### config.mk
export PLATFORM = sky130hd
export DESIGN_NAME = time_display
export DESIGN_NICKNAME = d
export VERILOG_FILES = /design/src/rtl/time_display.sv
export SDC_FILE = /design/constraint.sdc
export NUM_CORES = 1
export LEC_CHECK = 0
export CAP_MARGIN = 10
export CORE_MARGIN = 2
export CORE_UTILIZATION = 30
export CTS_CLUSTER_SIZE = 20
export DETAILED_ROUTE_END_ITERATION = 10
export PLACE_DENSITY = 0.57
export SYNTH_ARGS = -nofsm -noshare
export SYNTH_HDL_FRONTEND = slang
export SYNTH_SLANG_ARGS = --single-unit
### constraint.sdc
create_clock -name clk_1kHz -period 7.2 [get_ports clk_1kHz]
set_input_delay 1.44 -clock clk_1kHz [delete_from_list [all_inputs] [get_ports clk_1kHz]]
set_output_delay 1.44 -clock clk_1kHz [all_outputs]
set_load 0.03 [all_outputs]
### src/rtl/time_display.sv
// Multiplexed 8-digit seven-segment driver for the clock/calendar read side.
// Snapshots the fields once per frame and converts them to BCD with a serial double-dabble engine.
module time_display #(
  parameter int unsigned SCAN_DIV  = 4,
  parameter int unsigned BLINK_DIV = 500
) (
  input  logic        clk_1kHz,
  input  logic        rst,
  input  logic        page,
  input  logic [5:0]  sec_bin,
  input  logic [5:0]  min_bin,
  input  logic [4:0]  hour_bin,
  input  logic [4:0]  day_bin,
  input  logic [3:0]  month_bin,
  input  logic [11:0] year_bin,
  input  logic        adjust_sec,
  input  logic        adjust_min,
  input  logic        adjust_hour,
  input  logic        adjust_day,
  input  logic        adjust_month,
  input  logic        adjust_year,
  output logic [6:0]  seg,
  output logic        dp,
  output logic [7:0]  an
);

  localparam int unsigned DIV_W = (SCAN_DIV > 1) ? $clog2(SCAN_DIV) : 1;
  localparam int unsigned BLK_W = (BLINK_DIV > 1) ? $clog2(BLINK_DIV) : 1;
  localparam logic [3:0] CODE_DASH  = 4'hA;
  localparam logic [3:0] CODE_BLANK = 4'hF;

  typedef enum logic [1:0] {IDLE, LOAD, SHIFT, COMMIT} state_t;

  state_t state, state_d;
  logic [DIV_W-1:0] div_cnt;
  logic [2:0]       idx;
  logic [BLK_W-1:0] blink_cnt;
  logic             phase;
  logic             snap_page;
  logic [5:0]       snap_sec, snap_min;
  logic [4:0]       snap_hour, snap_day;
  logic [3:0]       snap_month;
  logic [11:0]      snap_year;
  logic [1:0]       fld;
  logic [3:0]       sh_cnt;
  logic [11:0]      bin_sr;
  logic [15:0]      bcd;
  logic [31:0]      shadow;
  logic [31:0]      disp_bank;
  logic             disp_page;

  logic        frame_start_c;
  logic        last_shift_c;
  logic [11:0] field_load_c;
  logic [15:0] bcd_adj_c;
  logic [15:0] bcd_next_c;
  logic [2:0]  digit_c;
  logic [3:0]  code_c;
  logic        blink_field_c;
  logic        blanked_c;

  function automatic logic [6:0] seg_decode(input logic [3:0] code);
    case (code)
      4'd0:      return 7'h40;
      4'd1:      return 7'h79;
      4'd2:      return 7'h24;
      4'd3:      return 7'h30;
      4'd4:      return 7'h19;
      4'd5:      return 7'h12;
      4'd6:      return 7'h02;
      4'd7:      return 7'h78;
      4'd8:      return 7'h00;
      4'd9:      return 7'h10;
      CODE_DASH: return 7'h3F;
      default:   return 7'h7F;
    endcase
  endfunction

  // Digit scan and blink timebases
  always_ff @(posedge clk_1kHz or posedge rst) begin
    if (rst) begin
      div_cnt   <= '0;
      idx       <= '0;
      blink_cnt <= '0;
      phase     <= 1'b0;
    end else begin
      if (div_cnt == DIV_W'(SCAN_DIV - 1)) begin
        div_cnt <= '0;
        idx     <= idx + 3'd1;
      end else begin
        div_cnt <= div_cnt + DIV_W'(1);
      end
      if (blink_cnt == BLK_W'(BLINK_DIV - 1)) begin
        blink_cnt <= '0;
        phase     <= ~phase;
      end else begin
        blink_cnt <= blink_cnt + BLK_W'(1);
      end
    end
  end

  assign frame_start_c = (idx == 3'd0) && (div_cnt == '0);
  assign last_shift_c  = (sh_cnt == ((snap_page && fld == 2'd2) ? 4'd11 : 4'd7));

  always_comb begin
    field_load_c = '0;
    case ({snap_page, fld})
      3'b000:  field_load_c = {3'b0, snap_hour, 4'b0};
      3'b001:  field_load_c = {2'b0, snap_min, 4'b0};
      3'b010:  field_load_c = {2'b0, snap_sec, 4'b0};
      3'b100:  field_load_c = {3'b0, snap_day, 4'b0};
      3'b101:  field_load_c = {4'b0, snap_month, 4'b0};
      3'b110:  field_load_c = snap_year;
      default: field_load_c = '0;
    endcase
  end

  // Double-dabble step: add 3 to nibbles >= 5, then shift in the next binary bit
  always_comb begin
    bcd_adj_c = bcd;
    for (int i = 0; i < 4; i++) begin
      if (bcd[4*i +: 4] >= 4'd5) bcd_adj_c[4*i +: 4] = bcd[4*i +: 4] + 4'd3;
    end
    bcd_next_c = {bcd_adj_c[14:0], bin_sr[11]};
  end

  always_ff @(posedge clk_1kHz or posedge rst) begin
    if (rst) state <= IDLE;
    else     state <= state_d;
  end

  always_comb begin
    state_d = state;
    case (state)
      IDLE:    if (frame_start_c) state_d = LOAD;
      LOAD:    state_d = SHIFT;
      SHIFT:   if (last_shift_c) state_d = (fld == 2'd2) ? COMMIT : LOAD;
      COMMIT:  state_d = IDLE;
      default: state_d = IDLE;
    endcase
  end

  always_ff @(posedge clk_1kHz or posedge rst) begin
    if (rst) begin
      snap_page  <= 1'b0;
      snap_sec   <= '0;
      snap_min   <= '0;
      snap_hour  <= '0;
      snap_day   <= '0;
      snap_month <= '0;
      snap_year  <= '0;
      fld        <= '0;
      sh_cnt     <= '0;
      bin_sr     <= '0;
      bcd        <= '0;
      shadow     <= {8{CODE_BLANK}};
      disp_bank  <= {8{CODE_BLANK}};
      disp_page  <= 1'b0;
    end else begin
      case (state)
        IDLE: if (frame_start_c) begin
          snap_page  <= page;
          snap_sec   <= sec_bin;
          snap_min   <= min_bin;
          snap_hour  <= hour_bin;
          snap_day   <= day_bin;
          snap_month <= month_bin;
          snap_year  <= year_bin;
          fld        <= '0;
        end
        LOAD: begin
          bcd    <= '0;
          sh_cnt <= '0;
          bin_sr <= field_load_c;
        end
        SHIFT: begin
          bcd    <= bcd_next_c;
          bin_sr <= {bin_sr[10:0], 1'b0};
          sh_cnt <= sh_cnt + 4'd1;
          if (last_shift_c) begin
            fld <= fld + 2'd1;
            // Time page writes the separator dash along with hour and minute
            case ({snap_page, fld})
              3'b000:  shadow[31:20] <= {bcd_next_c[7:0], CODE_DASH};
              3'b001:  shadow[19:8]  <= {bcd_next_c[7:0], CODE_DASH};
              3'b010:  shadow[7:0]   <= bcd_next_c[7:0];
              3'b100:  shadow[31:24] <= bcd_next_c[7:0];
              3'b101:  shadow[23:16] <= bcd_next_c[7:0];
              3'b110:  shadow[15:0]  <= bcd_next_c;
              default: ;
            endcase
          end
        end
        COMMIT: begin
          disp_bank <= shadow;
          disp_page <= snap_page;
        end
        default: ;
      endcase
    end
  end

  assign digit_c = ~idx;
  assign code_c  = disp_bank[{digit_c, 2'b00} +: 4];

  // Live adjust flags select which committed-page field blinks
  always_comb begin
    blink_field_c = 1'b0;
    if (!disp_page) begin
      case (digit_c)
        3'd7, 3'd6: blink_field_c = adjust_hour;
        3'd4, 3'd3: blink_field_c = adjust_min;
        3'd1, 3'd0: blink_field_c = adjust_sec;
        default:    blink_field_c = 1'b0;
      endcase
    end else begin
      case (digit_c)
        3'd7, 3'd6: blink_field_c = adjust_day;
        3'd5, 3'd4: blink_field_c = adjust_month;
        default:    blink_field_c = adjust_year;
      endcase
    end
  end

  assign blanked_c = phase && blink_field_c;

  always_ff @(posedge clk_1kHz or posedge rst) begin
    if (rst) begin
      seg <= 7'h7F;
      dp  <= 1'b1;
      an  <= 8'hFF;
    end else begin
      seg <= blanked_c ? 7'h7F : seg_decode(code_c);
      dp  <= ~(disp_page && !blanked_c && (digit_c == 3'd6 || digit_c == 3'd4));
      an  <= ~(8'b1 << digit_c);
    end
  end

endmodule

==> results of run 1 <==
[tightest hold or removal path: cells and delay by family (launching register included)]
kind	cells	cell delay, ns
buffers and inverters	1	0.04
DFF	1	0.37
muxes	1	0.05
[cells in the mapped netlist (all sizes together) (2+ instances only)]
cell     instances  share of area [%]
nand2b           6               0.46
xor2             2               0.21
nor2b            2               0.15
inv             41                1.9
a32o             2               0.25
o22ai           17                1.5
o211ai           2               0.18
a211o            2               0.21
a2bb2oi          2               0.21
nand3           19                1.2
a211oi           3               0.28
o22a             2               0.21
mux2i           11                1.4
ha              30                4.6
nand4            7               0.72
nor2            29                1.3
mux2            97                 13
buf             12               0.86
or3              3               0.23
and2             3               0.25
nand3b           4               0.37
xnor2           10                1.1
clkbuf          23                1.1
nor3             4               0.25
a22oi            7               0.64
dfrtp           91                 28
nand2           64                3.0
dfstp           80                 26
a21oi           33                2.0
o2bb2ai          2               0.21
mux4             8                2.5
a22o             4               0.43
o21ai           54                3.5
a21bo            2               0.25
[where the power goes]
group	leakage (µW)	switching, µW	internal [µW]
combinational	0.00171	560	431
sequential	0.00196	126	1270
clock	0.000306	401	564
[final cells by class]
type	count	area [µm²]
repair buffers	70	681
flip-flops and latches	171	4380
multi-input cells	444	3460
inverters	42	163
clock buffers	18	439
well taps	341	427
fillers	2623	17100
clock inverters	14	180
[worst max-delay path by stage]
stage	cells after the start	slack, ns	end
6_report	1	4.15	an[7]
5_1_grt	1	4.10	an[4]
4_1_cts	1	4.12	an[7]
3_5_place_dp	3	3.92	bcd[10]
3_3_place_gp	3	3.93	bcd[10]
2_1_floorplan	1	1.26	bcd[0]
[stage by stage]
step / instance area (µm²) / util (%) / setup WS (ns)
floorplan: 8150 / - / 1.26
finish: 9730 / 36.3 / 4.15
global route: 9730 / 36.3 / 4.10
global placement: 9110 / 34.0 / 3.93
detailed placement: 9110 / 34.0 / 3.92
CTS: 9730 / 36.3 / 4.12
[flip-flops by register name, indices dropped and copies added (netlist names)]
name / flops
disp_bank: 32
shadow: 32
bcd: 16
bin_sr: 12
snap_year: 12
blink_cnt: 9
an: 8
seg: 7
snap_min: 6
snap_sec: 6
snap_day: 5
snap_hour: 5
sh_cnt: 4
snap_month: 4
idx: 3
div_cnt: 2
fld: 2
state: 2
disp_page: 1
dp: 1
phase: 1
snap_page: 1
[metal layers]
layer  up-vias  wire [µm]  global-route usage, %
li1       2550          -                      -
met2        83       7580                   19.1
met3        15        507                   2.53
met4         0        178                   4.09
met1      2584       8330                   16.7
met5         -          0                      0
[logic make-up (layout without fill, tap and decap cells)]
logic type / count (synthesis) / after routing / synth area share, %
adders and majority gates: 30 / 30 / 4.60
AOI/OAI and AO/OA: 141 / 141 / 10.9
xor gates and xnor gates: 12 / 12 / 1.29
DFF: 171 / 171 / 53.7
buffers and inverters: 77 / 144 / 3.85
muxes: 116 / 116 / 17.3
and+or+nand+nor: 145 / 145 / 8.37
==> results, run 1 <==
- The run finished with clean final reports.
- The critical path arrival is 1.61 ns.
- The number of optimization iterations in the first detailed-route pass is 4.
- The top cell types in the final layout, fill and taps aside, are mux2_2, dfrtp_1, dfstp_2, nand2_1, clkdlybuf4s50_1.
- The die is 169 µm tall.
- In this run the worst setup path begins at an[7].
- After detailed routing, the number of vias per cell comes to 4.76.
- CTS saw 171 sinks.
- The final count of hold timing violations is 0.
- The leakage power figure is 0.00398 µW.
- The worst flop-to-flop path endpoint is seg[5].
- The standard cell core area is 26800 µm².
- Subtracting the final worst setup slack from the clock period gives 3.05 ns.
- Grouping stages by cell kind, the critical path spends the most delay in buffers and inverters.
- The total of flip-flops plus latches after synthesis is 171.
- In this run, post-CTS repair resized a total of 0 instances.
- In this run the worst path has a maximum fanout of 1.
- The synthesized netlist contains 60 unique library cells.
- The number of buffers inserted for hold repair after clock tree synthesis is 0.
- The worst register-to-register path begins at idx[2].
- The number of placed I/O pins is 63.
- The number of clock buffers added by TritonCTS is 17.
- The maximum clock insertion buffer count is 2.
- The most used flip-flop cell after synthesis is dfrtp_1.
- In this run, placement finished with an instance count of 1068.
- The number of synthesized flops with an enable pin is 0.
- The clock tree synthesis step divided the H-tree into 4 levels.
- The worst hold path stage count is 2.
- The floorplan has 60 rows.
- On the worst path, the slowest cell contributes a delay of 0.66 ns.
- The number of buffers added on ports is 62.
- The fraction of synthesis flops using an asynchronous set or reset pin is 100%.
- The register-to-register setup slack is 4.44 ns.
- The weighted congestion reported at the end of routability-driven placement is 0.746.
- At the end of the flow, the number of nets in the layout was 823.
- The finished layout holds 1100 standard cells, fillers aside.
- The slowest library cell on the worst path is clkdlybuf4s50_1.
- Entering global routing, the biggest net connects 95 pins.
- For the worst flop-to-flop path, the logic depth is 5.
- The half-perimeter wire length after detailed placement is 11.1 mm.
- The synthesized netlist cell count is 692.
- For this run the aggregate overflow at the end of global routing stands at 0.
- The power per cell area is 344 nW/µm².
- In this run the clock root is driven by a clkbuf_16.
- The number of global-route vias before repair is 5170.
- The die area is 28500 µm².
- The clock latency reported for the late side of the worst-skew pair is 0.43 ns.
- The critical hold path startpoint is shadow[6].
- The number of vias after detailed routing is 5232.
- In this run, the number of DRC markers left after iteration 0 of detailed routing was 216.
- For this run, the total global-route usage over all layers was measured as 12.1%.
- In this run the post-CTS setup repair buffer count came out at 0.
- The floorplan step set the die width to 169 µm.
- The initial antenna violation count is 0.
- Setup repair after global routing left no endpoint under its margin.
- For hold timing, the worst endpoint is shadow[6].
- For this run, design rule violations remaining after detail routing come to 0.
- The post-synthesis average cell area is 11.8 µm².
- Setup violations remaining at the end of the flow were counted as 0.
- The worst setup path is launched from a flop.
- The power after layout is 3350 µW.
- The Yosys step of the flow raised 0 warnings.
- VDD sags by at most 0.177 mV.
- The tightest hold path in the finished design has a slack of 0.469 ns.
- The part of the cycle the worst path needs is 42.3%.
- Derived from the worst setup path, the maximum achievable clock frequency is 0.328 GHz.
- The repair_antennas step left the layout with diodes totalling 0.
- The final layout contains routed wiring with a total length of 16.6 mm.
- The commonest non-fill, non-tap cell in the layout is mux2_2.
- The routed wirelength normalized by instance count is 15.1 µm.
- The first-pass GRT wire length is 27.3 mm.
- The CTS tree is done.
- Together, buffers and inverters on the worst path number 1.
- Relative to the synthesized area, the layout overhead comes to 19.3%.
- The required arrival time at the worst endpoint is 5.76 ns.
- For this run, the register share of the synthesized area comes to 53.7%.
- Max-cap violations in this run came to 0.
- The final-report max-slew violation count is 0.
- The min-delay analysis places its worst path in the category flop to flop.
- The critical path endpoint category is an output port.
- The proportion of layout cells with a drive suffix above 1 is 30.0%.
- Clock skew on the completed layout was measured at 0.00694 ns.
- The normalized max-slew margin is 39.8%.
- Setup total negative slack on the finished layout was measured at 0 ns.
- The worst setup path is of the flop to output port kind.
- The clock transition time at the flip-flop clock pins of the worst setup and hold paths is 0.07 ns.
- The cell area after technology mapping is 8150 µm².
- For the pin with the worst max-slew slack, the measured transition is 0.903 ns.
- Walking the worst path, the cells encountered are clkdlybuf4s50_1.
- When the netlist entered floorplanning its net count stood at 769.
- Once detail routing completed, the nets flagged for antenna violations numbered 0.
- The effective utilization at floorplan is 30.4%.
(Power assumes the default switching activity.)
==> inputs of run 2 (changes only) <==
==> constraint.sdc (replaced) <==
create_clock -name clk_1kHz -period 2.9 [get_ports clk_1kHz]
set_input_delay 0.58 -clock clk_1kHz [delete_from_list [all_inputs] [get_ports clk_1kHz]]
set_output_delay 0.58 -clock clk_1kHz [all_outputs]
set_load 0.03 [all_outputs]
==> results, run 2 (same netlist as run 1, synthesis figures left out) <==
- The final routed DRC violation total is 0.
- The total overflow left after global routing is 0.
- The core region is 26800 µm².
- The highest attainable clock frequency is 0.424 GHz.
- For this configuration, the core starts out at a cell density of 30.4%.
- The post-CTS setup buffer count is 0.
- The maximum clock insertion buffer count is 2.
- The number of clock buffers added by TritonCTS is 17.
- Pin placement for this block handled 63 I/O pins.
- Counting stages on the worst path, the most repeated cell is mux2i_1.
- The leakage power figure is 0.00403 µW.
- The proportion of layout cells with a drive suffix above 1 is 31.1%.
- The final-report max-slew violation count came to 0.
- The CTS tree is done.
- The die width is 169 µm.
- For this block, the initial DRC count from the detailed router was 251.
- Across every metal layer, demand over resource in global routing totals 12.4%.
- Detailed placement ended at an HPWL of 11.8 mm.
- STA classifies the critical path startpoint as a flop.
- The setup-violating endpoint count in the final report is 0.
- The pre-antenna-repair detailed-routing pass consisted of 4 iterations.
- The worst-case IR drop observed on VDD is 0.466 mV.
- The initial antenna violation count is 0.
- The required arrival time at the worst endpoint is 3.27 ns.
- The floorplan step defined a die boundary enclosing 28500 µm².
- Clock latency on the worst-skew pair, taken at its later pin, is 0.43 ns.
- The power per cell area is 850 nW/µm².
- The first-pass GRT wire length is 27.9 mm.
- The delay of the slowest cell on the worst path is 0.65 ns.
- The normalized max-slew margin is 45.7%.
- The worst hold path class is flop to flop.
- The part of the cycle the worst path needs is 81.3%.
- The clock period could shrink to 2.36 ns.
- The largest net degree at the start of global routing is 56.
- Dividing the detail-routed via count by the number of cells gives 4.68.
- In this run the worst path has a maximum fanout of 13.
- The number of rows created at floorplan is 60.
- The commonest non-fill, non-tap cell in the layout is mux2_2.
- At the pin with the least slew margin, the transition time is 0.808 ns.
- The die boundary height is 169 µm.
- Setup repair after global routing left no endpoint under its margin.
- The reported max-cap violation count is 0.
- The slowest library cell on the worst path is dfrtp_1.
- The kind of critical path is flop to flop.
- Input and output buffers added on the ports amount to 62.
- The number of global-route vias before repair is 5218.
- Wires add up to 16.8 mm.
- The largest registers in the layout are disp_bank x32, shadow x32, bcd x16.
- Walking the worst path, the cells encountered are mux4_1 > mux2i_1 > inv_1 > ha_1 > mux2i_1 > o21ai_1 > nand2_1.
- Clock tree synthesis found a total of 171 sinks.
- The residual antenna-violating net count after detailed routing is 0.
- The routed wirelength normalized by instance count is 15.1 µm.
- Summing over every cut layer, the via total after detailed routing is 5199.
- The flow ran to the end, and the final reports show no timing, DRC or antenna violations.
- The worst setup path is captured at a flop.
- Final hold analysis gives a worst-case slack of 0.458 ns.
- The area overhead of the layout relative to synthesis is 20.7%.
- The top cell types in the final layout, fill and taps aside, are mux2_2, dfrtp_1, dfstp_2, nand2_1, clkdlybuf4s50_1.
- The final clock skew is 0.0116 ns.
- The clock tree root driver cell is clkbuf_16.
- After clock tree synthesis, the clock-pin slew on the worst setup and hold paths is 0.07 ns.
- The number of nets in the final layout is 833.
- The number of inserted diodes is 0.
- The quantity of gates resized following cts is 0.
- In this run, post-CTS hold repair placed 0 buffers.
- The final count of hold timing violations came to 0.
- The critical path arrival is 2.73 ns.
- The number of H-tree branching levels is 4.
- At the end of routability-driven placement, the weighted congestion stood at 0.745.
- The setup TNS is 0 ns.
==> run 2: changes by cell type in the layout (fill, tap and decap cells not counted), sizes merged <==
cell / before / now
clkinvlp: 0 / 3
buf: 8 / 18
inv: 48 / 45
clkbuf: 18 / 17
clkinv: 5 / 6
==> run 2: cell type report <==
class                      instances  area [µm²]
fill                            2619       17000
sequential                       171        4380
multi-input combinational        444        3460
timing repair buffer              80         806
tap                              341         427
clock buffer                      17         425
clock inverter                    15         185
inverter                          42         161
==> run 2: path summary, 6_finish.rpt <==
kind | from | end | slack, ns | cells after the start
min reg2reg | div_cnt[0] | div_cnt[0] | 0.46 | 1
max in group asynchronous | rst | shadow[1] | 1.51 | 3
min in group asynchronous | rst | idx[2] | 0.64 | 2
min | div_cnt[0] | div_cnt[0] | 0.46 | 1
max reg2reg | idx[0] | seg[4] | 0.54 | 7
max | idx[0] | seg[4] | 0.54 | 7
==> run 2: power breakdown <==
part	internal, µW	switching [µW]	total (µW)
combinational	1120	1400	2520
sequential	3150	326	3470
clock	1370	1000	2370
==> run 2: worst max-delay path: cells and delay by family, from the launching register on <==
kind / cells / cell delay (ns)
adders and majority gates: 1 / 0.24
and+or+nand+nor: 1 / 0.07
muxes: 3 / 1.14
AOI/OAI and AO/OA: 1 / 0.07
buffers and inverters: 1 / 0.14
DFF: 1 / 0.65
==> run 2: metrics by stage <==
stage / instances / total power (µW) / util [%] / cell area, µm² / setup WS, ns
finish: 1110 / 8360 / 36.7 / 9840 / 0.541
global route: 1110 / 8920 / 36.7 / 9840 / 0.317
CTS: 1110 / 8470 / 36.7 / 9840 / 0.496
detailed placement: 1078 / 6070 / 34.4 / 9230 / 0.516
global placement: 1078 / 6020 / 34.4 / 9230 / 0.568
floorplan: 692 / 5310 / - / 8160 / 0.203
==> run 2: metal layers <==
metal  global-route usage, %  part of all wire [%]  up-vias
li1                        -                     -     2576
met1                    17.3                    50     2518
met2                    19.2                    45       91
met3                    3.09                   3.7       14
met4                    3.07                  0.93        0
met5                       0                     0        -
==> inputs of run 3 (changes only) <==
--- a/config.mk
+++ b/config.mk
@@ -10,7 +10,7 @@
 export CORE_UTILIZATION = 30
 export CTS_CLUSTER_SIZE = 20
 export DETAILED_ROUTE_END_ITERATION = 10
-export PLACE_DENSITY = 0.57
+export PLACE_DENSITY = 0.58
 export SYNTH_ARGS = -nofsm -noshare
 export SYNTH_HDL_FRONTEND = slang
 export SYNTH_SLANG_ARGS = --single-unit
==> constraint.sdc (replaced) <==
create_clock -name clk_1kHz -period 2.1 [get_ports clk_1kHz]
set_input_delay 0.42 -clock clk_1kHz [delete_from_list [all_inputs] [get_ports clk_1kHz]]
set_output_delay 0.42 -clock clk_1kHz [all_outputs]
set_load 0.03 [all_outputs]
==> results, run 3 (same netlist as run 1, synthesis figures left out) <==
- The critical path goes through clkdlybuf4s50_1.
- Detailed routing inserted a total of 5317 vias.
- The register-to-register setup slack is 0.12 ns.
- The highest fanout seen on the critical path is 1.
- The largest registers in the layout are disp_bank x32, shadow x32, bcd x16.
- The half-perimeter wire length after detailed placement is 12.1 mm.
- The detailed router finished its first iteration with 321 violations.
- The effective utilization at floorplan is 30.4%.
- The total area inside the core boundary comes to 26800 µm².
- In this run the number of H-tree levels came out at 4.
- The number of placed cells counting well taps is 1099.
- The setup-violating endpoint count in the final report is 0.
- Global routing used 12.6% of the available tracks across all layers.
- The library cells used most frequently in the layout, excluding fill and tap cells, are mux2_2, dfrtp_1, dfstp_2, nand2_1, clkdlybuf4s50_1.
- The slowest library cell on the worst path is clkdlybuf4s50_1.
- Across all setup checks in the final design, the least slack found is 0.0785 ns.
- The number of global-route vias before repair is 5418.
- The longest clock path from root to sink contains 2 buffers.
- The global-route layer with the greatest usage is met2.
- The final count of hold timing violations is 0.
- Once detail routing completed, the nets flagged for antenna violations numbered 0.
- The proportion of layout cells with a drive suffix above 1 is 33.3%.
- The leakage power figure is 0.00413 µW.
- After floorplanning, the core was divided into 60 placement rows.
- Between clock sinks in the finished design, the worst skew comes to 0.00730 ns.
- The initial antenna violation count is 0.
- The final routed DRC violation total is 0.
- The run finished with clean final reports.
- The number of buffers added on ports is 62.
- The part of the cycle the worst path needs is 96.3%.
- The post-detailed-placement cell area is 9440 µm².
- The critical path arrival is 1.60 ns.
- The highest attainable clock frequency is 0.495 GHz.
- The tool flagged a number of max-cap violations equal to 0.
- The min-delay analysis places its worst path in the category input pin to asynchronous set/reset pin.
- The number of buffer and inverter stages on the critical path is 1.
- At the end of the flow, the number of nets in the layout was 854.
- The post-detailed-route via-to-cell ratio is 4.70.
- Routability-driven placement finished with a final weighted congestion of 0.777.
- The number of clock sinks is 171.
- In the global route stage, met3 resource usage came out at 3.11%.
- The CTS tree is done.
- For this block, the routed nets add up to 17.0 mm of wire.
- The clock transition time at the flip-flop clock pins of the worst setup and hold paths is 0.06 ns.
- Entering global routing, the biggest net connects 52 pins.
- For this design the ratio of total power to cell area is 1150 nW/µm².
- The library cell used most frequently in the layout, excluding fill and tap cells, is mux2_2.
- From synthesis to final layout, the design area changed by 23.0%.
- For this run the aggregate overflow at the end of global routing stands at 0.
- Setup repair after global routing left no endpoint under its margin.
- The delay of the slowest cell on the worst path is 0.66 ns.
- The clock tree root driver cell is clkbuf_16.
- The number of inserted diodes is 0.
- STA classifies the critical path endpoint as an output port.
- The die boundary height is 169 µm.
- The critical path in this run is classified as flop to output port.
- After routing the design area is 10000 µm².
- The number of buffers inserted for hold repair after clock tree synthesis is 0.
- The met1 global-route usage is 17.2%.
- The final-report max-slew violation count is 0.
- STA puts the critical path data required time at 1.68 ns.
- The normalized max-slew margin is 55.0%.
- The die width is 169 µm.
- For the pin with the worst max-slew slack, the measured transition is 0.675 ns.
- The setup TNS is 0 ns.
- After clock tree synthesis, the repair step resized 0 gates.
- The first-pass GRT wire length is 28.6 mm.
- The clock latency reported for the late side of the worst-skew pair is 0.42 ns.
- The met2 layer usage reported by global route is 20.1%.
- The design draws 11600 µW.
- The worst path needs 2.02 ns of the cycle, external delays included.
- The pre-antenna-repair detailed-routing pass consisted of 4 iterations.
- During I/O placement, the number of pins put on the boundary was 63.
- After clock tree synthesis, the setup repair step added 0 buffers.
- The number of buffers created by CTS is 17.
- The routed wirelength normalized by instance count is 15.0 µm.
- The maximum ir drop on the vdd rail is 0.544 mV.
- The number of cells in the finished layout apart from fillers is 1131.
- The kind of start point of the critical path is a flop.
- The largest delay contributor family on the critical path is buffers and inverters.
- The die area is 28500 µm².
- Before CTS, the worst setup slack after placement is 0.0520 ns.
[run 3: changes by cell type in the layout (fill, tap and decap cells not counted), sizes merged]
| cell | delta |
|---|---|
| clkbuf | +3 |
| clkinv | +3 |
| inv | -5 |
| bufinv | -1 |
| buf | +21 |
[run 3: layout make-up]
class / instances / area (µm²)
clock buffer: 20 / 447
clock inverter: 12 / 124
fill: 2601 / 16800
inverter: 42 / 161
multi-input combinational: 444 / 3470
sequential: 171 / 4380
tap: 341 / 427
timing repair buffer: 101 / 1010
[run 3: routing by layer]
layer	part of all wire, %	up-vias	wire (µm)
li1	-	2620	-
met1	49	2602	8400
met2	46	82	7840
met3	3.7	13	636
met4	0.80	0	136
met5	0	-	0
[run 3: power by group]
| group | switching [µW] | total, µW | internal, µW |
|---|---|---|---|
| combinational | 1990 | 3710 | 1720 |
| clock | 1290 | 3060 | 1770 |
| sequential | 435 | 4780 | 4350 |
| total | 3720 | 11600 | 7840 |
[run 3: final timing paths]
check / start / to / cells after the start
max in group asynchronous: rst / shadow[10] / 3
worst min-delay path: rst / blink_cnt[4] / 2
worst min register to register: div_cnt[0] / div_cnt[0] / 1
min in group clk_1kHz: div_cnt[0] / div_cnt[0] / 1
worst max register to register: idx[0] / state[1] / 6
worst max-delay path: an[7] / an[7] / 1
[run 3: metrics by stage]
| step | hold WS, ns | util [%] |
|---|---|---|
| 4_1_cts | 0.396 | 37.4 |
| 3_3_place_gp | 0.450 | 35.2 |
| 3_5_place_dp | 0.457 | 35.2 |
| 5_1_grt | 0.414 | 37.4 |
| 6_report | 0.387 | 37.4 |
| 2_1_floorplan | 0.432 | - |
